==> src/rtl/rr_arbiter_n.sv <==
// Round-robin arbiter granting one of N requesters a shared resource, with hold watchdog.
// Latency: grant registered one cycle after request; one dead cycle after every release.
// Backpressure: owner holds via REQ[o]; DONE, dropped REQ or watchdog expiry releases it.
module rr_arbiter_n #(
    parameter int N       = 4,
    parameter int M       = $clog2(N),
    parameter int TIMEOUT = 16
) (
    input  logic         CLK,
    input  logic         N_RESET,
    input  logic [N-1:0] REQ,
    input  logic         DONE,
    output logic [N-1:0] GNT,
    output logic [M-1:0] GNT_IDX,
    output logic         BUSY,
    output logic         TIMEOUT_P
);

    typedef enum logic {
        ST_IDLE  = 1'b0,
        ST_GRANT = 1'b1
    } state_t;

    localparam logic [7:0] HOLD_LIMIT = 8'(TIMEOUT);

    state_t         state_q, state_d;
    logic [N-1:0]   gnt_q, gnt_d;
    logic [M-1:0]   idx_q, idx_d;
    logic [M-1:0]   ptr_q, ptr_d;
    logic [7:0]     cnt_q, cnt_d;
    logic           busy_q, busy_d;
    logic           tmo_q, tmo_d;

    logic           found;
    logic [M-1:0]   sel;
    logic           release_req;
    logic           at_limit;
    logic [M-1:0]   ptr_next;

    // Search starts at the pointer and wraps modulo N, so indices >= N never appear.
    always_comb begin
        found = 1'b0;
        sel   = '0;
        for (int k = 0; k < N; k++) begin
            if (!found && REQ[(int'(ptr_q) + k) % N]) begin
                found = 1'b1;
                sel   = M'((int'(ptr_q) + k) % N);
            end
        end
    end

    assign release_req = DONE || !REQ[idx_q];
    assign at_limit    = (cnt_q == HOLD_LIMIT);
    assign ptr_next    = (idx_q == M'(N - 1)) ? '0 : idx_q + M'(1);

    always_ff @(posedge CLK or negedge N_RESET) begin
        if (!N_RESET) begin
            state_q <= ST_IDLE;
        end else begin
            state_q <= state_d;
        end
    end

    always_comb begin
        state_d = state_q;
        case (state_q)
            ST_IDLE:  if (found) state_d = ST_GRANT;
            ST_GRANT: if (release_req || at_limit) state_d = ST_IDLE;
            default:  state_d = ST_IDLE;
        endcase
    end

    always_comb begin
        gnt_d  = gnt_q;
        idx_d  = idx_q;
        ptr_d  = ptr_q;
        cnt_d  = cnt_q;
        busy_d = busy_q;
        tmo_d  = 1'b0;
        case (state_q)
            ST_IDLE: begin
                if (found) begin
                    gnt_d  = N'(1) << sel;
                    idx_d  = sel;
                    busy_d = 1'b1;
                    cnt_d  = 8'd1;
                end
            end
            ST_GRANT: begin
                if (release_req || at_limit) begin
                    gnt_d  = '0;
                    busy_d = 1'b0;
                    ptr_d  = ptr_next;
                    cnt_d  = 8'd0;
                    // A cooperative release on the limit cycle is not a forced one.
                    tmo_d  = !release_req;
                end else begin
                    cnt_d  = cnt_q + 8'd1;
                end
            end
            default: begin
                gnt_d  = '0;
                busy_d = 1'b0;
            end
        endcase
    end

    always_ff @(posedge CLK or negedge N_RESET) begin
        if (!N_RESET) begin
            gnt_q  <= '0;
            idx_q  <= '0;
            ptr_q  <= '0;
            cnt_q  <= 8'd0;
            busy_q <= 1'b0;
            tmo_q  <= 1'b0;
        end else begin
            gnt_q  <= gnt_d;
            idx_q  <= idx_d;
            ptr_q  <= ptr_d;
            cnt_q  <= cnt_d;
            busy_q <= busy_d;
            tmo_q  <= tmo_d;
        end
    end

    assign GNT       = gnt_q;
    assign GNT_IDX   = idx_q;
    assign BUSY      = busy_q;
    assign TIMEOUT_P = tmo_q;

endmodule

==> config.mk <==
export PLATFORM = sky130hd
export DESIGN_NAME = rr_arbiter_n
export DESIGN_NICKNAME = d
export VERILOG_FILES = /design/src/rtl/rr_arbiter_n.sv
export SDC_FILE = /design/constraint.sdc
export NUM_CORES = 1
export LEC_CHECK = 0
export BUFFER_PORTS_ARGS = -buffer_cell sky130_fd_sc_hd__clkbuf_2
export CAP_MARGIN = 10
export CELL_PAD_IN_SITES_DETAIL_PLACEMENT = 0
export CELL_PAD_IN_SITES_GLOBAL_PLACEMENT = 1
export CORE_MARGIN = 4
export CORE_UTILIZATION = 42
export DETAILED_ROUTE_END_ITERATION = 10
export PLACE_DENSITY = 0.83
export REMOVE_ABC_BUFFERS = 1
export SLEW_MARGIN = 10
export SYNTH_ARGS = -nofsm -noshare
export SYNTH_HDL_FRONTEND = slang
export SYNTH_SLANG_ARGS = --single-unit
==> constraint.sdc <==
create_clock -name CLK -period 1.9 [get_ports CLK]
set_input_delay 0.095 -clock CLK [delete_from_list [all_inputs] [get_ports CLK]]
set_output_delay 0.095 -clock CLK [all_outputs]
set_load 0.005 [all_outputs]
# Yosys cells after proc, flatten, opt, wreduce, memory -nomap -nowiden

Cells that the tools add are included.

Logic and storage cells: 78
Register bits after elaboration: 19
Bits of input ports: 7

Shift-type cells: 1
Add/sub/neg operators: 5
Mux-type cells: 36
Order comparisons: 5
Reductions and logical operators: 16
Bitwise logic cells: 4
Eq/ne operators: 4

Operators by type and width:

| operator              | count |
|---|---|
| $mux W1               | 18 |
| $mux W8               | 2 |
| $pmux W8 S2           | 1 |
| $lt A3 B4 Y1 const B  | 3 |
| $bmux W1 S2           | 5 |
| $mux W2               | 5 |
| $add A8 B1 Y8 const B | 1 |
| $eq A8 B5 Y1 const B  | 1 |
| $mux W4               | 2 |
| $pmux W4 S2           | 1 |
| $lt A2 B3 Y1 const B  | 2 |
| $reduce_and A2 Y1     | 3 |
| $reduce_or A2 Y1      | 3 |
| $logic_not A1 Y1      | 5 |
| $add A2 B1 Y2 const B | 2 |
| $add A2 B2 Y2 const B | 2 |
| $pmux W1 S2           | 2 |
| $shl A1 B2 Y4 const A | 1 |
| $and A1 B1 Y1 const A | 3 |
| $logic_and A1 B1 Y1   | 3 |
| $eq A2 B2 Y1 const B  | 1 |
| $logic_or A1 B1 Y1    | 2 |
| $ne A2 B1 Y1 const B  | 1 |
| $ne A2 B2 Y1 const B  | 1 |
| $not A1 Y1            | 1 |

# Longest topological paths before layout

Depth after elaboration: 17
Depth in mapped cells: 5

# Least setup slack after synthesis

No wires, ideal clock.

Path kind: register to register
Start point: reg idx_q[0] (netlist: GNT_IDX[0])
End point: reg ptr_q[0]
Cell stages (with the launch flop): 5
Arrival: 1.458 ns
Setup time: 0.125 ns
Required time: 1.775 ns
Period minus slack after synthesis: 1.583 ns
Buffers on the path: 0
Path slack: 0.317 ns
Cell sequence: dfrtp_1 > or2_1 > o22a_1 > o21ai_1 > mux2_2

Cells in the longest elaborated chain, start to end: 6

Ends and longest elaborated chain:

| item                          | line | text |
|---|---|---|
| start: declaration            | 28   | `logic [M-1:0] idx_q, idx_d;` |
| start signal: assignment      | 118  | `idx_q <= idx_d;` |
| $bmux W1 S2                   | 52   | `assign release_req = DONE \|\| !REQ[idx_q];` |
| $mux W1 (not written as such) | 52   |  |
| $logic_not A1 Y1              | 52   |  |
| $logic_or A1 B1 Y1            | 52   |  |
| $logic_or A1 B1 Y1            | 90   | `if (release_req \|\| at_limit) begin` |
| $reduce_and A2 Y1 (no line)   | n/a  |  |
| end signal: assignment        | 119  | `ptr_q <= ptr_d;` |
| end: declaration              | 29   | `logic [M-1:0] ptr_q, ptr_d;` |

Several ways; a longest one is shown, not always the timed one. The select of a mux whose other input is x is not followed.
A chain may end at the register's enable or synchronous reset.

# Worst setup path in the final report

Same ends and word-level chain as after synthesis.

==> impl_metrics.prom <==
# TYPE chip_impl_metric gauge
chip_impl_info{name="outcome",value="completed"} 1
chip_impl_info{name="most-common-layout-cells",value="19 x dfrtp_1, 14 x clkbuf_2, 9 x a31oi_1"} 1
chip_impl_info{name="post-synth-top-area-cell",value="dfrtp_1"} 1
chip_impl_metric{name="place.port_buffers",unit=""} 14
chip_impl_metric{name="drc_errors",unit=""} 0
chip_impl_metric{name="insertion_delay_of_the_later_clocked_pin_in_the_worst_skew_pair",unit="ps"} 290
chip_impl_metric{name="drt_pass1_iterations",unit=""} 4
chip_impl_metric{name="instances_no_fill",unit=""} 159
chip_impl_metric{name="gp_congestion",unit=""} 0.813
chip_impl_metric{name="finalHoldViolations",unit=""} 0
chip_impl_metric{name="routed_via_density",unit=""} 5.69
chip_impl_metric{name="setup_viol_count_final",unit=""} 0
chip_impl_metric{name="grt_util_all_layers",unit=""} 0.155
chip_impl_metric{name="postRouteAntennaNets",unit=""} 0
chip_impl_metric{name="slew_violations",unit=""} 0
chip_impl_metric{name="htree_num_levels",unit=""} 1
chip_impl_metric{name="grt_start_max_net_pins",unit=""} 20
chip_impl_metric{name="final_util",unit=""} 0.533
chip_impl_metric{name="grt.overflow.total",unit=""} 0
chip_impl_info{name="yosys-top-cells-area",value="dfrtp_1 46%, a31oi_1 5.5%, ha_1 3.7%"} 1
chip_impl_metric{name="max_slew_margin",unit=""} 0.682
chip_impl_metric{name="largest_buffer_count_on_any_clock_path",unit=""} 2
chip_impl_metric{name="antennaDiodeCount",unit=""} 0
chip_impl_metric{name="yosys.area.top_type_share",unit=""} 0.464
chip_impl_metric{name="syn_to_final_growth",unit="%"} 18.3
chip_impl_metric{name="ys_types",unit=""} 33
chip_impl_metric{name="initial_utilization",unit=""} 0.450
chip_impl_metric{name="antenna_found_initial",unit=""} 0
chip_impl_metric{name="fin_clk_skew",unit="ps"} 1.59
chip_impl_metric{name="num_rows",unit=""} 17
chip_impl_metric{name="postLayoutCellArea",unit="um^2"} 1210
chip_impl_metric{name="first_global_vias",unit=""} 894
chip_impl_metric{name="seq_area_frac_synth",unit=""} 0.464
chip_impl_info{name="rsz0062_at_grt",value="no"} 1
chip_impl_metric{name="tritoncts.num_buffers",unit=""} 3
chip_impl_metric{name="dp_hpwl",unit="mm"} 1.77
chip_impl_metric{name="wl_per_cell",unit="um"} 14.5
chip_impl_metric{name="syn-mean-instance-area",unit="um^2"} 9.67
chip_impl_metric{name="cp.arrival",unit="ps"} 1900
chip_impl_metric{name="clock-sinks",unit=""} 19
chip_impl_info{name="ctsRootBufferMaster",value="clkbuf_4"} 1
chip_impl_metric{name="final_period_demand_of_the_worst_path",unit="ps"} 1710
chip_impl_metric{name="die-area",unit="um^2"} 3290
chip_impl_metric{name="routed-via-count",unit=""} 904
chip_impl_metric{name="cts_setup_buffers",unit=""} 0
chip_impl_metric{name="worstRegToRegCells",unit=""} 4
chip_impl_info{name="path_class",value="reg2reg"} 1
chip_impl_metric{name="wire_length_of_the_first_global_routing_pass",unit="mm"} 4.00
chip_impl_metric{name="dieHeight",unit="um"} 57.4
chip_impl_metric{name="worst-path-max-fanout",unit=""} 7
chip_impl_metric{name="timing.max_cap.violations",unit=""} 0
chip_impl_metric{name="peak_vdd_ir",unit="V"} 0.000780
chip_impl_metric{name="fin_setup_tns",unit="ps"} 0
chip_impl_info{name="setup.worst_path.start_class",value="flip-flop"} 1
chip_impl_metric{name="drt-initial-drc-count",unit=""} 40
chip_impl_metric{name="placed_cell_area",unit="um^2"} 1170
chip_impl_metric{name="cellPowerDensity",unit="nW/um^2"} 1260
chip_impl_metric{name="period_share",unit=""} 0.899
chip_impl_metric{name="required_time_at_the_endpoint_of_the_critical_path",unit="ps"} 2090
chip_impl_metric{name="max_freq",unit="MHz"} 586
chip_impl_metric{name="cts.clk_slew.worst_paths",unit="ps"} 110
chip_impl_metric{name="wl",unit="mm"} 2.31
chip_impl_metric{name="io_pins",unit=""} 15
chip_impl_metric{name="die_width",unit="um"} 57.4
chip_impl_metric{name="worst_slew_pin_slew",unit="ps"} 472
chip_impl_info{name="most_common_library_cell_in_the_layout_ignoring_fill_and_taps",value="dfrtp_1"} 1
chip_impl_metric{name="placed_cells_incl_taps",unit=""} 154
chip_impl_metric{name="syn_inst",unit=""} 106
chip_impl_info{name="timing.critical_path.to_type",value="flip-flop"} 1
chip_impl_metric{name="synth_seq_cells",unit=""} 19
chip_impl_metric{name="core_area",unit="um^2"} 2280
chip_impl_metric{name="power_leakage",unit="nW"} 0.568
chip_impl_metric{name="netlist_area",unit="um^2"} 1020
chip_impl_metric{name="hold_ws",unit="ps"} 277
chip_impl_metric{name="yosysWarningCount",unit=""} 0
chip_impl_metric{name="final_nets",unit=""} 142
chip_impl_info{name="worstHoldPathType",value="in2async"} 1
chip_impl_info{name="cts_tree",value="yes"} 1
chip_impl_metric{name="drive_gt1_frac",unit=""} 0.214
-- area by class of cell --
| class | count | area (um^2) |
|---|---|---|
| clock buffer | 3 | 22.5 |
| clock inverter | 1 | 5.00 |
| fill | 216 | 1060 |
| inverter | 8 | 30.0 |
| multi-input combinational | 79 | 519 |
| sequential | 19 | 475 |
| tap | 28 | 35.0 |
| timing repair buffer | 21 | 125 |
-- cells by family after synthesis --
| logic type | Yosys count | synth area share |
|---|---|---|
| adders and majority gates | 3 | 0.0366 |
| AOI/OAI and AO/OA | 35 | 0.231 |
| muxes | 4 | 0.0415 |
| buffers and inverters | 8 | 0.0293 |
| DFF | 19 | 0.464 |
| and+or+nand+nor | 37 | 0.198 |
-- per-stage QoR --
step | setup slack (ps) | total power [mW]
6_report | 193 | 1.53
4_1_cts | 190 | 1.55
5_1_grt | 85.0 | 1.68
3_3_place_gp | 280 | 1.32
2_1_floorplan | 317 | 1.07
3_5_place_dp | 207 | 1.33
-- synth_stat cells --
cell type	number
nor4_1	3
and3_1	3
nor4b_2	1
inv_1	8
a22o_1	2
a211oi_1	1
dfrtp_1	19
nor2_1	6
nand4_1	1
nand3_1	4
o22ai_1	3
o2bb2ai_1	2
o21ai_1	1
a21oi_1	4
or4_1	1
or3_1	3
o22a_1	1
a211o_1	1
mux2i_1	2
nor3b_1	1
o21ai_0	4
nand2_1	8
nand2b_1	3
o211ai_1	1
mux2_2	2
or2_1	2
and2_1	1
a31o_2	1
o31a_1	2
o31ai_1	1
a31oi_1	9
a21o_1	2
ha_1	3
-- worst max-delay path, cell delays in order (launching register included) --
cell and delay [ps]:
dfrtp_1 440, or2_1 270, o22a_1 270, o21ai_1 260, mux2_2 360
-- flip-flops by register name, summed over array words and instances (netlist names) --
register,flops
GNT,4
BUSY,1
TIMEOUT_P,1
state_q,1
ptr_q,2
GNT_IDX,2
cnt_q,8
-- repair_timing --
action | 4_1_cts | 5_1_grt
hold buffers | 1 | 0
hold endpoints to repair | 19 | 0
resized for setup | 0 | 0
-- per-layer routing --
layer | share of wire | GRT usage | vias to the layer above
met5 | 0 | 0 | -
met4 | 0.012 | 0.0497 | 0
met3 | 0.042 | 0.0294 | 4
met1 | 0.49 | 0.225 | 425
li1 | - | - | 458
met2 | 0.45 | 0.231 | 17
-- power breakdown --
group / switching (mW) / total [mW] / internal [mW]
Clock: 0.123 / 0.202 / 0.0783
Combinational: 0.342 / 0.666 / 0.324
Sequential: 0.133 / 0.662 / 0.530
-- final timing paths --
check / from / to / slack [ps]
setup / recovery: GNT_IDX[0] / ptr_q[0] / 190
setup reg to reg: GNT_IDX[0] / ptr_q[0] / 190
hold / removal: N_RESET / cnt_q[6] / 280
max in group asynchronous: N_RESET / GNT[0] / 1300
min in group CLK: REQ[3] / GNT[0] / 340
hold reg to reg: BUSY / BUSY / 500
Power figures use the tool's default switching activity.
